[src/rtl/fma_pkg.sv]
// Shared definitions for the FMA normalisation shifter: lane packing modes,
// lane geometry and the per-lane shift decode used by stage 1.
package fma_pkg;

    localparam int FMA_MW = 106;
    localparam int FMA_PW = 7;
    localparam logic [FMA_PW-1:0] FMA_ZPOS = 7'd127;

    localparam logic [1:0] MODE_DP  = 2'b00;
    localparam logic [1:0] MODE_SP  = 2'b01;
    localparam logic [1:0] MODE_HP  = 2'b10;
    localparam logic [1:0] MODE_RSV = 2'b11;

    // Lane widths for the three packings.
    localparam int LANE_W_DP = 106;
    localparam int LANE_W_SP = 53;
    localparam int LANE_W_HP = 26;

    // MSB index of lane 0 in each packing; lane k sits one lane width lower.
    // HP leaves the top two bits of the datapath unused.
    localparam int LANE_MSB_DP = 105;
    localparam int LANE_MSB_SP = 105;
    localparam int LANE_MSB_HP = 103;

    typedef struct packed {
        logic [FMA_PW-1:0] shamt;
        logic              zero;
        logic              err;
    } lane_dec_t;

    // Turns a leading-one position into a shift amount for one lane.
    // Lanes that do not exist in the given mode decode to all zeros; an empty
    // lane or an out-of-range position yields a zero lane with shamt 0.
    function automatic lane_dec_t lane_shamt(input logic [1:0]        mode,
                                             input int                lane,
                                             input logic [FMA_PW-1:0] pos,
                                             input logic [FMA_PW-1:0] zpos = FMA_ZPOS);
        lane_dec_t r;
        int        width;
        r = '0;
        case (mode)
            MODE_SP: width = (lane < 2) ? LANE_W_SP : 0;
            MODE_HP: width = (lane < 4) ? LANE_W_HP : 0;
            default: width = (lane == 0) ? LANE_W_DP : 0;
        endcase
        if (width != 0) begin
            if (pos == zpos) begin
                r.zero = 1'b1;
            end else if (int'(pos) >= width) begin
                r.zero = 1'b1;
                r.err  = 1'b1;
            end else begin
                r.shamt = pos;
            end
        end
        return r;
    endfunction

endpackage

[src/rtl/fma_lane_lshift.sv]
// Single-lane left barrel shifter with zero fill. A lane flagged as zero
// produces all zeros regardless of its input bits.
module fma_lane_lshift #(
    parameter int W  = 53,
    parameter int SW = 7
) (
    input  logic [W-1:0]  data_i,
    input  logic [SW-1:0] shamt_i,
    input  logic          zero_i,
    output logic [W-1:0]  data_o
);

    // Shift the lane left by the decoded amount, or blank it if empty.
    always_comb begin
        data_o = '0;
        if (!zero_i) begin
            data_o = data_i << shamt_i;
        end
    end

endmodule

[src/rtl/fma_norm_shift.sv]
// Normalisation left-shifter for the multi-precision FMA datapath.
// Stage 1 decodes per-lane shift amounts from the LOD positions, stage 2
// performs the lane-local barrel shifts. Valid/ready handshake throughout.
module fma_norm_shift
    import fma_pkg::*;
#(
    parameter int              MW   = FMA_MW,
    parameter int              PW   = FMA_PW,
    parameter logic [PW-1:0]   ZPOS = FMA_ZPOS
) (
    input  logic              clk,
    input  logic              rst_n,
    input  logic              in_valid,
    output logic              in_ready,
    input  logic [1:0]        in_mode,
    input  logic [MW-1:0]     in_mant,
    input  logic [4*PW-1:0]   in_lopos,
    output logic              out_valid,
    input  logic              out_ready,
    output logic [MW-1:0]     out_mant,
    output logic [4*PW-1:0]   out_shamt,
    output logic [3:0]        out_zero,
    output logic [1:0]        out_mode,
    output logic              out_err
);

    // Stage 1 registers: decoded beat awaiting the shift.
    logic              s1_valid_q, s1_valid_d;
    logic [1:0]        s1_mode_q;
    logic [MW-1:0]     s1_mant_q;
    logic [4*PW-1:0]   s1_shamt_q;
    logic [3:0]        s1_zero_q;
    logic              s1_err_q;

    // Stage 2 registers: the normalised beat presented downstream.
    logic              s2_valid_q, s2_valid_d;
    logic [MW-1:0]     s2_mant_q;
    logic [4*PW-1:0]   s2_shamt_q;
    logic [3:0]        s2_zero_q;
    logic [1:0]        s2_mode_q;
    logic              s2_err_q;

    logic              s2_accept;
    logic              s1_load;
    logic              s2_load;

    logic [4*PW-1:0]   dec_shamt;
    logic [3:0]        dec_zero;
    logic              dec_err;

    logic [1:0]        s1_eff_mode;
    logic [MW-1:0]     dp_res;
    logic [LANE_W_SP-1:0] sp_res [2];
    logic [LANE_W_HP-1:0] hp_res [4];
    logic [MW-1:0]     shift_res;

    assign s2_accept = !s2_valid_q || out_ready;
    assign in_ready  = !s1_valid_q || s2_accept;
    assign s1_load   = in_valid && in_ready;
    assign s2_load   = s1_valid_q && s2_accept;

    // Decode every lane's shift amount; the reserved mode is treated as DP.
    always_comb begin
        logic [1:0] dmode;
        lane_dec_t  ld;
        dmode     = (in_mode == MODE_RSV) ? MODE_DP : in_mode;
        dec_err   = (in_mode == MODE_RSV);
        dec_shamt = '0;
        dec_zero  = '0;
        for (int k = 0; k < 4; k++) begin
            ld = lane_shamt(dmode, k, in_lopos[PW*k +: PW], ZPOS);
            dec_shamt[PW*k +: PW] = ld.shamt;
            dec_zero[k]           = ld.zero;
            dec_err               = dec_err | ld.err;
        end
    end

    // Next-state for the stage valids: a stage refills whenever it moves on.
    always_comb begin
        s1_valid_d = s1_valid_q;
        s2_valid_d = s2_valid_q;
        if (in_ready) begin
            s1_valid_d = in_valid;
        end
        if (s2_accept) begin
            s2_valid_d = s1_valid_q;
        end
    end

    // Stage 1 capture of the incoming beat and its decoded lane info.
    always_ff @(posedge clk or negedge rst_n) begin
        if (!rst_n) begin
            s1_valid_q <= 1'b0;
            s1_mode_q  <= '0;
            s1_mant_q  <= '0;
            s1_shamt_q <= '0;
            s1_zero_q  <= '0;
            s1_err_q   <= 1'b0;
        end else begin
            s1_valid_q <= s1_valid_d;
            if (s1_load) begin
                s1_mode_q  <= in_mode;
                s1_mant_q  <= in_mant;
                s1_shamt_q <= dec_shamt;
                s1_zero_q  <= dec_zero;
                s1_err_q   <= dec_err;
            end
        end
    end

    assign s1_eff_mode = (s1_mode_q == MODE_RSV) ? MODE_DP : s1_mode_q;

    fma_lane_lshift #(.W(LANE_W_DP), .SW(PW)) u_dp (
        .data_i  (s1_mant_q),
        .shamt_i (s1_shamt_q[PW-1:0]),
        .zero_i  (s1_zero_q[0]),
        .data_o  (dp_res)
    );

    for (genvar k = 0; k < 2; k++) begin : g_sp
        fma_lane_lshift #(.W(LANE_W_SP), .SW(PW)) u_sp (
            .data_i  (s1_mant_q[LANE_MSB_SP - LANE_W_SP*k -: LANE_W_SP]),
            .shamt_i (s1_shamt_q[PW*k +: PW]),
            .zero_i  (s1_zero_q[k]),
            .data_o  (sp_res[k])
        );
    end

    for (genvar k = 0; k < 4; k++) begin : g_hp
        fma_lane_lshift #(.W(LANE_W_HP), .SW(PW)) u_hp (
            .data_i  (s1_mant_q[LANE_MSB_HP - LANE_W_HP*k -: LANE_W_HP]),
            .shamt_i (s1_shamt_q[PW*k +: PW]),
            .zero_i  (s1_zero_q[k]),
            .data_o  (hp_res[k])
        );
    end

    // Pick the lane packing matching this beat's mode; HP leaves the top two bits clear.
    always_comb begin
        shift_res = dp_res;
        case (s1_eff_mode)
            MODE_SP: shift_res = {sp_res[0], sp_res[1]};
            MODE_HP: shift_res = {2'b00, hp_res[0], hp_res[1], hp_res[2], hp_res[3]};
            default: shift_res = dp_res;
        endcase
    end

    // Stage 2 holds the result until downstream takes it.
    always_ff @(posedge clk or negedge rst_n) begin
        if (!rst_n) begin
            s2_valid_q <= 1'b0;
            s2_mant_q  <= '0;
            s2_shamt_q <= '0;
            s2_zero_q  <= '0;
            s2_mode_q  <= '0;
            s2_err_q   <= 1'b0;
        end else begin
            s2_valid_q <= s2_valid_d;
            if (s2_load) begin
                s2_mant_q  <= shift_res;
                s2_shamt_q <= s1_shamt_q;
                s2_zero_q  <= s1_zero_q;
                s2_mode_q  <= s1_mode_q;
                s2_err_q   <= s1_err_q;
            end
        end
    end

    assign out_valid = s2_valid_q;
    assign out_mant  = s2_mant_q;
    assign out_shamt = s2_shamt_q;
    assign out_zero  = s2_zero_q;
    assign out_mode  = s2_mode_q;
    assign out_err   = s2_err_q;

endmodule

[config.mk]
export PLATFORM = sky130hd
export DESIGN_NAME = fma_norm_shift
export DESIGN_NICKNAME = d
export VERILOG_FILES = /design/src/rtl/fma_pkg.sv /design/src/rtl/fma_lane_lshift.sv /design/src/rtl/fma_norm_shift.sv
export SDC_FILE = /design/constraint.sdc
export NUM_CORES = 1
export LEC_CHECK = 0
export BUFFER_PORTS_ARGS = -buffer_cell sky130_fd_sc_hd__buf_4
export CORE_ASPECT_RATIO = 0.7
export CORE_MARGIN = 10
export CORE_UTILIZATION = 25
export CTS_CLUSTER_DIAMETER = 50
export CTS_CLUSTER_SIZE = 24
export DETAILED_ROUTE_END_ITERATION = 12
export SLEW_MARGIN = 20
export SYNTH_ARGS = -nofsm -noshare
export SYNTH_HDL_FRONTEND = slang
export SYNTH_SLANG_ARGS = --single-unit
[constraint.sdc]
create_clock -name clk -period 3.1 [get_ports clk]
set_input_delay 0.465 -clock clk [delete_from_list [all_inputs] [get_ports clk]]
set_output_delay 0.465 -clock clk [all_outputs]
set_load 0.005 [all_outputs]
==> impl_metrics.csv, run 1 <==
group,metric,value,unit
die,initial_core_util,25.3,%
clock_tree,cts_tree,"done",
setup_path,r2r_slack,-0.04,ns
clock_tree,cts_buffer_depth,3,
grt,top_usage_layer,"met1",
yosys,yosysWarnings,0,
routing,routedWlPerCell,35.0,um
clock_tree,path_clk_slew,0.06,ns
yosys,synthCells,3369,
layout,areaGrowthSynthToFinish,38.8,%
setup_path,critPathMaxStageDelay,0.61,ns
power,power_density,698,nW/um2
yosys,syn_area_per_cell,8.53,um2
setup_path,critPathCaptureType,"flop",
grt,use_met2,37.7,%
layout,final_nets,4276,
hold_path,worstHoldPathCells,3,
die,die_y,304,um
job,cap_violations,0,
setup_path,r2r_cells,9,
timing,hold_slack,0.0266,ns
power,power_leakage,17.0,nW
timing,setup-violations-final,3,
layout,final_cell_mix,"951 x buf_4, 664 x nand2_1, 273 x dfrtp_1",
placement,placed_area,37300,um2
hold_path,hold_path_class,"in -> reg",
layout,final_cell_area,39900,um2
setup_path,cp_max_fo,27,
timing,maxSlewViolCount,0,
yosys,seq_area_frac_synth,24.7,%
outcome,status,"finished with violations",
grt,grt_pass1_wl,270000,um
die,core-area,113000,um2
setup_path,start_kind,"flop",
timing,skew,0.0520,ns
setup_path,worst-endpoint-required,3.61,ns
routing,ant_nets,0,
power,vdd_drop_max,0.000480,V
placement,io_buffers,282,
grt,grt_overflow,0,
layout,post-route-util,35.2,%
yosys,synth-edff-count,0,
timing,fmax,318,MHz
setup_path,crit_chain,"buf_4 > buf_12 > mux4_2 > a31oi_1 > o21ai_0 > nor4_2 > buf_4 > a211o_1 > o21ai_0",
clock_tree,cts_buffers,48,
timing,setup-tns-final,-0.0953,ns
routing,viasPerCell,6.04,
routing,drc,0,
timing,rsz0062_at_grt,"false",
timing,setup_slack,-0.0432,ns
clock_tree,clock_sinks,284,
yosys,ys_ff_latch,284,
layout,final_common_cell,"buf_4",
grt,antenna_found_initial,8,
die,io_pins,283,
routing,routed_wl,199000,um
setup_path,criticalPathCategory,"reg -> reg",
placement,place_congestion,1.12,
clock_tree,clock_latency,0.66,ns
timing,hold_viol,0,
routing,vias,34300,
setup_path,slowest_stage,"mux4_2",
yosys,async_reset_ff_share,100,%
grt,grt_pass1_vias,32100,
timing,tightest_slew,1.10,ns
timing,final.min_clock_period,3.14,ns
grt,grt_start_max_net_pins,112,
die,fp.dieW,425,um
grt,grtUsageTotal,29.1,%
routing,dr.first_iter.drc_count,5573,
placement,place.detailed.hpwl,160000,um
routing,dr.pass1.iters,8,
layout,drive_gt1_share,37.0,%
timing,finalCritPeriodShare,101,%
clock_tree,root_buffer,"clkbuf_16",
outcome,violations,"setup timing",
yosys,synth_cell_types,87,
timing,relSlewSlack,24.3,%
die,die_area,129000,um2
grt,grtUsageMet3,13.5,%
clock_tree,htree_levels,2,
grt,grt_util_met1,42.7,%
yosys,synth_top_flop_cell,"dfrtp_1",
yosys,syn-num-nets,3528,
die,rows,103,
yosys,synthesis.area,28700,um2
setup_path,arrival,3.66,ns
layout,fillerInstances,11800,
==> final cells by class <==
type                       count  area [um2]  area share [%]
clock buffer                  54        1290            3.25
sequential                   284        7140            17.9
antenna                        4        10.0          0.0251
clock inverter                35         437            1.09
multi-input combinational   2695       20300            50.8
timing repair buffer        1051        8710            21.8
tap                         1522        1900            4.77
inverter                      37         143           0.358
==> registers in the layout (all words and copies together), names as in the netlist <==
register	flops
out_err	1
out_mant	106
out_mode	2
out_shamt	28
out_valid	1
out_zero	4
s1_err_q	1
s1_mant_q	106
s1_mode_q	2
s1_shamt_q	28
s1_valid_q	1
s1_zero_q	4
==> critical path: cells and delay by family, from the launching register on <==
kind | cells | cell delay (ns)
flip-flops | 1 | 0.53
multiplexers | 1 | 0.61
buffers and inverters | 3 | 0.81
AND/OR/NAND/NOR | 1 | 0.42
AO/OA/AOI/OAI | 4 | 0.62
==> per-stage QoR <==
stage          setup WS [ns]  std cells  total power (W)
6_report             -0.0432       5682           0.0279
5_1_grt              0.00181       5678           0.0283
4_1_cts              -0.0443       5668           0.0268
3_5_place_dp          -0.456       5532           0.0207
3_3_place_gp          -0.710       5532           0.0208
2_1_floorplan          0.528       3369           0.0116
==> cell usage after synthesis, types with 19 or more instances <==
master | number | area (um2)
mux4_2 | 211 | 4750
a21oi_1 | 163 | 816
a22oi_1 | 39 | 293
buf_1 | 37 | 139
ha_1 | 19 | 238
nor2_1 | 277 | 1040
nand2b_1 | 19 | 119
o21ai_0 | 173 | 866
nand2_1 | 666 | 2500
inv_1 | 24 | 90.1
and2_1 | 31 | 194
a22o_1 | 23 | 201
a211oi_1 | 53 | 398
a31oi_1 | 45 | 282
o211ai_1 | 39 | 293
mux2_2 | 136 | 1530
dfrtp_1 | 284 | 7110
buf_2 | 59 | 295
nor2b_1 | 20 | 125
clkbuf_1 | 232 | 871
nor3_1 | 91 | 455
o221ai_1 | 19 | 166
o22ai_1 | 75 | 469
and3_1 | 19 | 119
mux2i_1 | 234 | 2340
nand3_1 | 46 | 230
==> per-layer routing <==
layer	up-vias	routed length [um]	part of all wire, %
met5	-	203	0.10
met4	10	5590	2.8
met3	342	30500	15
met2	2596	75100	38
met1	17200	87300	44
li1	14200	-	-
==> logic make-up (layout without fill, tap and decap cells) <==
kind of cell	after synthesis	in the layout	share of synthesized area [%]
buffers and inverters	390	1177	5.88
adder cells (fa/ha/maj)	20	20	0.862
AO/OA/AOI/OAI	849	849	19.8
XOR/XNOR	1	1	0.0305
multiplexers	587	587	30.4
other	0	4	0
AND/OR/NAND/NOR	1238	1238	18.3
flip-flops	284	284	24.7
==> worst paths after layout <==
kind / from / end
max: s1_shamt_q[7]$_DFFE_PN0P_ / out_mant[71]$_DFFE_PN0P_
min: in_mant[18] / s1_mant_q[18]$_DFFE_PN0P_
max reg2reg: s1_shamt_q[7]$_DFFE_PN0P_ / out_mant[71]$_DFFE_PN0P_
min reg2reg: out_zero[2]$_DFFE_PN0P_ / out_zero[2]$_DFFE_PN0P_
max in group asynchronous: rst_n / s1_mant_q[60]$_DFFE_PN0P_
min in group asynchronous: rst_n / out_mant[88]$_DFFE_PN0P_
==> power by group <==
part           total (W)  switching [W]  internal (W)  leakage (nW)
clock network    0.00595        0.00249       0.00346         0.850
registers        0.00544        0.00109       0.00435          3.60
logic             0.0165        0.00986       0.00661          12.6
==> what timing repair did <==
item / CTS / global route
endpoints found under the hold margin: 96 / 0
gates cloned: 1 / 0
endpoints found under the setup margin: 22 / 47
pin swaps: 1 / 6
setup buffers: 4 / 10
gates resized for setup: 15 / 49
hold buffers: 42 / 0
(Power assumes the default switching activity.)
==> run 2: changes to the inputs <==
==> constraint.sdc (replaced) <==
create_clock -name clk -period 3.1 [get_ports clk]
set_input_delay 0.62 -clock clk [delete_from_list [all_inputs] [get_ports clk]]
set_output_delay 0.62 -clock clk [all_outputs]
set_load 0.005 [all_outputs]
==> impl_metrics.csv, run 2 (synthesis gave the netlist of run 1 again) <==
group,metric,value,unit
layout,layout.cells.non_filler,5607,
power,power_leakage,16.5,nW
placement,place_congestion,1.12,
layout,drive_gt1_share,36.2,%
grt,grtUsageTotal,28.1,%
hold_path,hold_end,"s1_mant_q[97]$_DFFE_PN0P_",
power,internal_power,0.0137,W
clock_tree,clock_sinks,284,
hold_path,min_from,"in_mant[97]",
setup_path,criticalPathCategory,"reg -> reg",
routing,vias,33800,
placement,dp.cells,5509,
clock_tree,cts_buffer_depth,3,
clock_tree,cts_buffers,45,
job,cap_violations,0,
routing,dr.pass1.iters,6,
die,die_y,304,um
placement,place.detailed.hpwl,156000,um
setup_path,r2r_cells,9,
layout,multiInputGateArea,20100,um2
die,fp.dieW,425,um
power,seqPwrFrac,20.1,%
routing,routedWlPerCell,34.2,um
timing,tightest_slew,1.03,ns
outcome,violations,"setup timing",
setup_path,worst-endpoint-required,3.69,ns
setup_path,cp_max_fo,27,
setup_path,crit_chain,"buf_12 > clkinv_1 > buf_4 > mux4_2 > o21ai_1 > nand2_1 > o2111a_1 > a311oi_1 > buf_4",
die,rows,103,
timing,relSlewSlack,30.6,%
power,switching_share,48.6,%
die,initial_core_util,25.3,%
setup_path,crit_path_start,"s1_shamt_q[8]$_DFFE_PN0P_",
timing,hold_viol,0,
power,power,0.0267,W
timing,fmax,311,MHz
clock_tree,path_clk_slew,0.08,ns
setup_path,r2r-start,"s1_shamt_q[8]$_DFFE_PN0P_",
routing,drc,0,
grt,grt_start_max_net_pins,95,
power,power_density,689,nW/um2
timing,finalCritPeriodShare,104,%
routing,routed_wl,192000,um
routing,ant_nets,0,
setup_path,arrival,3.81,ns
routing,viasPerCell,6.03,
hold_path,worstHoldPathCells,3,
layout,final_cell_mix,"940 x buf_4, 664 x nand2_1, 277 x nor2_1",
clock_tree,cts_tree,"done",
layout,fillerInstances,12000,
setup_path,start_kind,"flop",
timing,skew,0.0591,ns
clock_tree,clock_latency,0.65,ns
setup_path,r2r_slack,-0.11,ns
hold_path,hold_path_class,"in -> reg",
grt,grt_pass1_wl,263000,um
power,vdd_drop_max,0.000428,V
layout,final_nets,4205,
timing,setup_slack,-0.113,ns
clock_tree,htree_levels,2,
layout,areaGrowthSynthToFinish,34.9,%
power,comb_power_share,59.5,%
timing,maxSlewViolCount,0,
timing,final.min_clock_period,3.21,ns
setup_path,critPathMaxStageDelay,0.61,ns
die,die_area,129000,um2
power,power.share.clock,20.3,%
timing,rsz0062_at_grt,"true",
die,core-area,113000,um2
grt,grt_pass1_vias,31700,
placement,io_buffers,282,
setup_path,critPathCaptureType,"flop",
outcome,status,"finished with violations",
setup_path,critical_path_buf_inv_count,4,
layout,final_common_cell,"buf_4",
layout,seqCellArea,7140,um2
grt,antenna_found_initial,7,
timing,setup-violations-final,4,
die,io_pins,283,
layout,post-route-util,34.2,%
routing,dr.first_iter.drc_count,5182,
grt,grt_overflow,0,
power,switchingPower,0.0130,W
clock_tree,root_buffer,"clkbuf_16",
setup_path,slowest_stage,"dfrtp_4",
setup_path,crit_family,"compound AO/OA/AOI/OAI gates",
setup_path,reg2reg_to,"out_mant[61]$_DFFE_PN0P_",
setup_path,path_common_cell,"buf_4",
## run 2: cell types whose count changed in the layout (fill, tap and decap cells not counted), moves of 5 or more
cell           previous run  this run
nor2_2                    6         0
dlygate4sd3_1            42         1
buf_4                   951       940
buf_12                   54        38
inv_6                    10         5
nor2_1                  271       277
## run 2: worst min-delay path: stages
cell     delay, ns
buf_4         0.08
nand2_1       0.04
nand2_1       0.04
## run 2: worst max-delay path by stage
| stage | endpoint | slack, ns | depth (start not counted) |
|---|---|---|---|
| 2_1_floorplan | s1_shamt_q[0]$_DFFE_PN0P_ | 0.42 | 10 |
| 4_1_cts | out_mant[30]$_DFFE_PN0P_ | 0.01 | 9 |
| 3_3_place_gp | out_mant[70]$_DFFE_PN0P_ | -0.25 | 9 |
| 3_5_place_dp | out_mant[70]$_DFFE_PN0P_ | -0.23 | 9 |
| 6_report | out_mant[61]$_DFFE_PN0P_ | -0.11 | 9 |
| 5_1_grt | out_mant[61]$_DFFE_PN0P_ | -0.04 | 9 |
## run 2: metal layers
layer | wire length (um) | vias up | track usage (%)
li1 | - | 14000 | -
met3 | 30700 | 380 | 14.6
met5 | 139 | - | 0.568
met4 | 6740 | 6 | 7.97
met1 | 82300 | 16900 | 39.9
met2 | 71700 | 2518 | 36.1
## run 2: stage by stage
stage	TNS, ns	setup WS [ns]	cell area (um2)	hold WS (ns)
final	-0.135	-0.113	38800	0.156
after floorplan	0	0.418	28700	0.324
after global placement	-1.11	-0.254	36900	0.457
after global routing	-0.0372	-0.0372	38800	0.160
after CTS	0	0.0116	38600	0.140
after detailed placement	-1.16	-0.229	36900	0.464
## run 2: what timing repair did
item / in CTS / in global routing
cloned: 0 / 0
pin swaps: 1 / 2
hold endpoints to repair: 8 / 0
resized for setup: 10 / 26
setup buffers: 6 / 5
endpoints found under the setup margin: 9 / 31
hold buffers: 1 / 0
## run 2: power groups by stage
stage          clock network (W)  registers [W]  logic, W
6_report                 0.00543        0.00538    0.0159
5_1_grt                  0.00567        0.00542    0.0161
4_1_cts                  0.00551        0.00535    0.0149
3_5_place_dp                   0        0.00542    0.0148
3_3_place_gp                   0        0.00541    0.0149
2_1_floorplan                  0        0.00483   0.00674
## run 2: layout make-up
class,count,share of cell area [%]
tap,1522,4.91
clock buffer,56,3.25
timing repair buffer,983,20.3
inverter,37,0.368
antenna,2,0.0129
multi-input combinational,2695,51.9
sequential,284,18.4
clock inverter,28,0.836
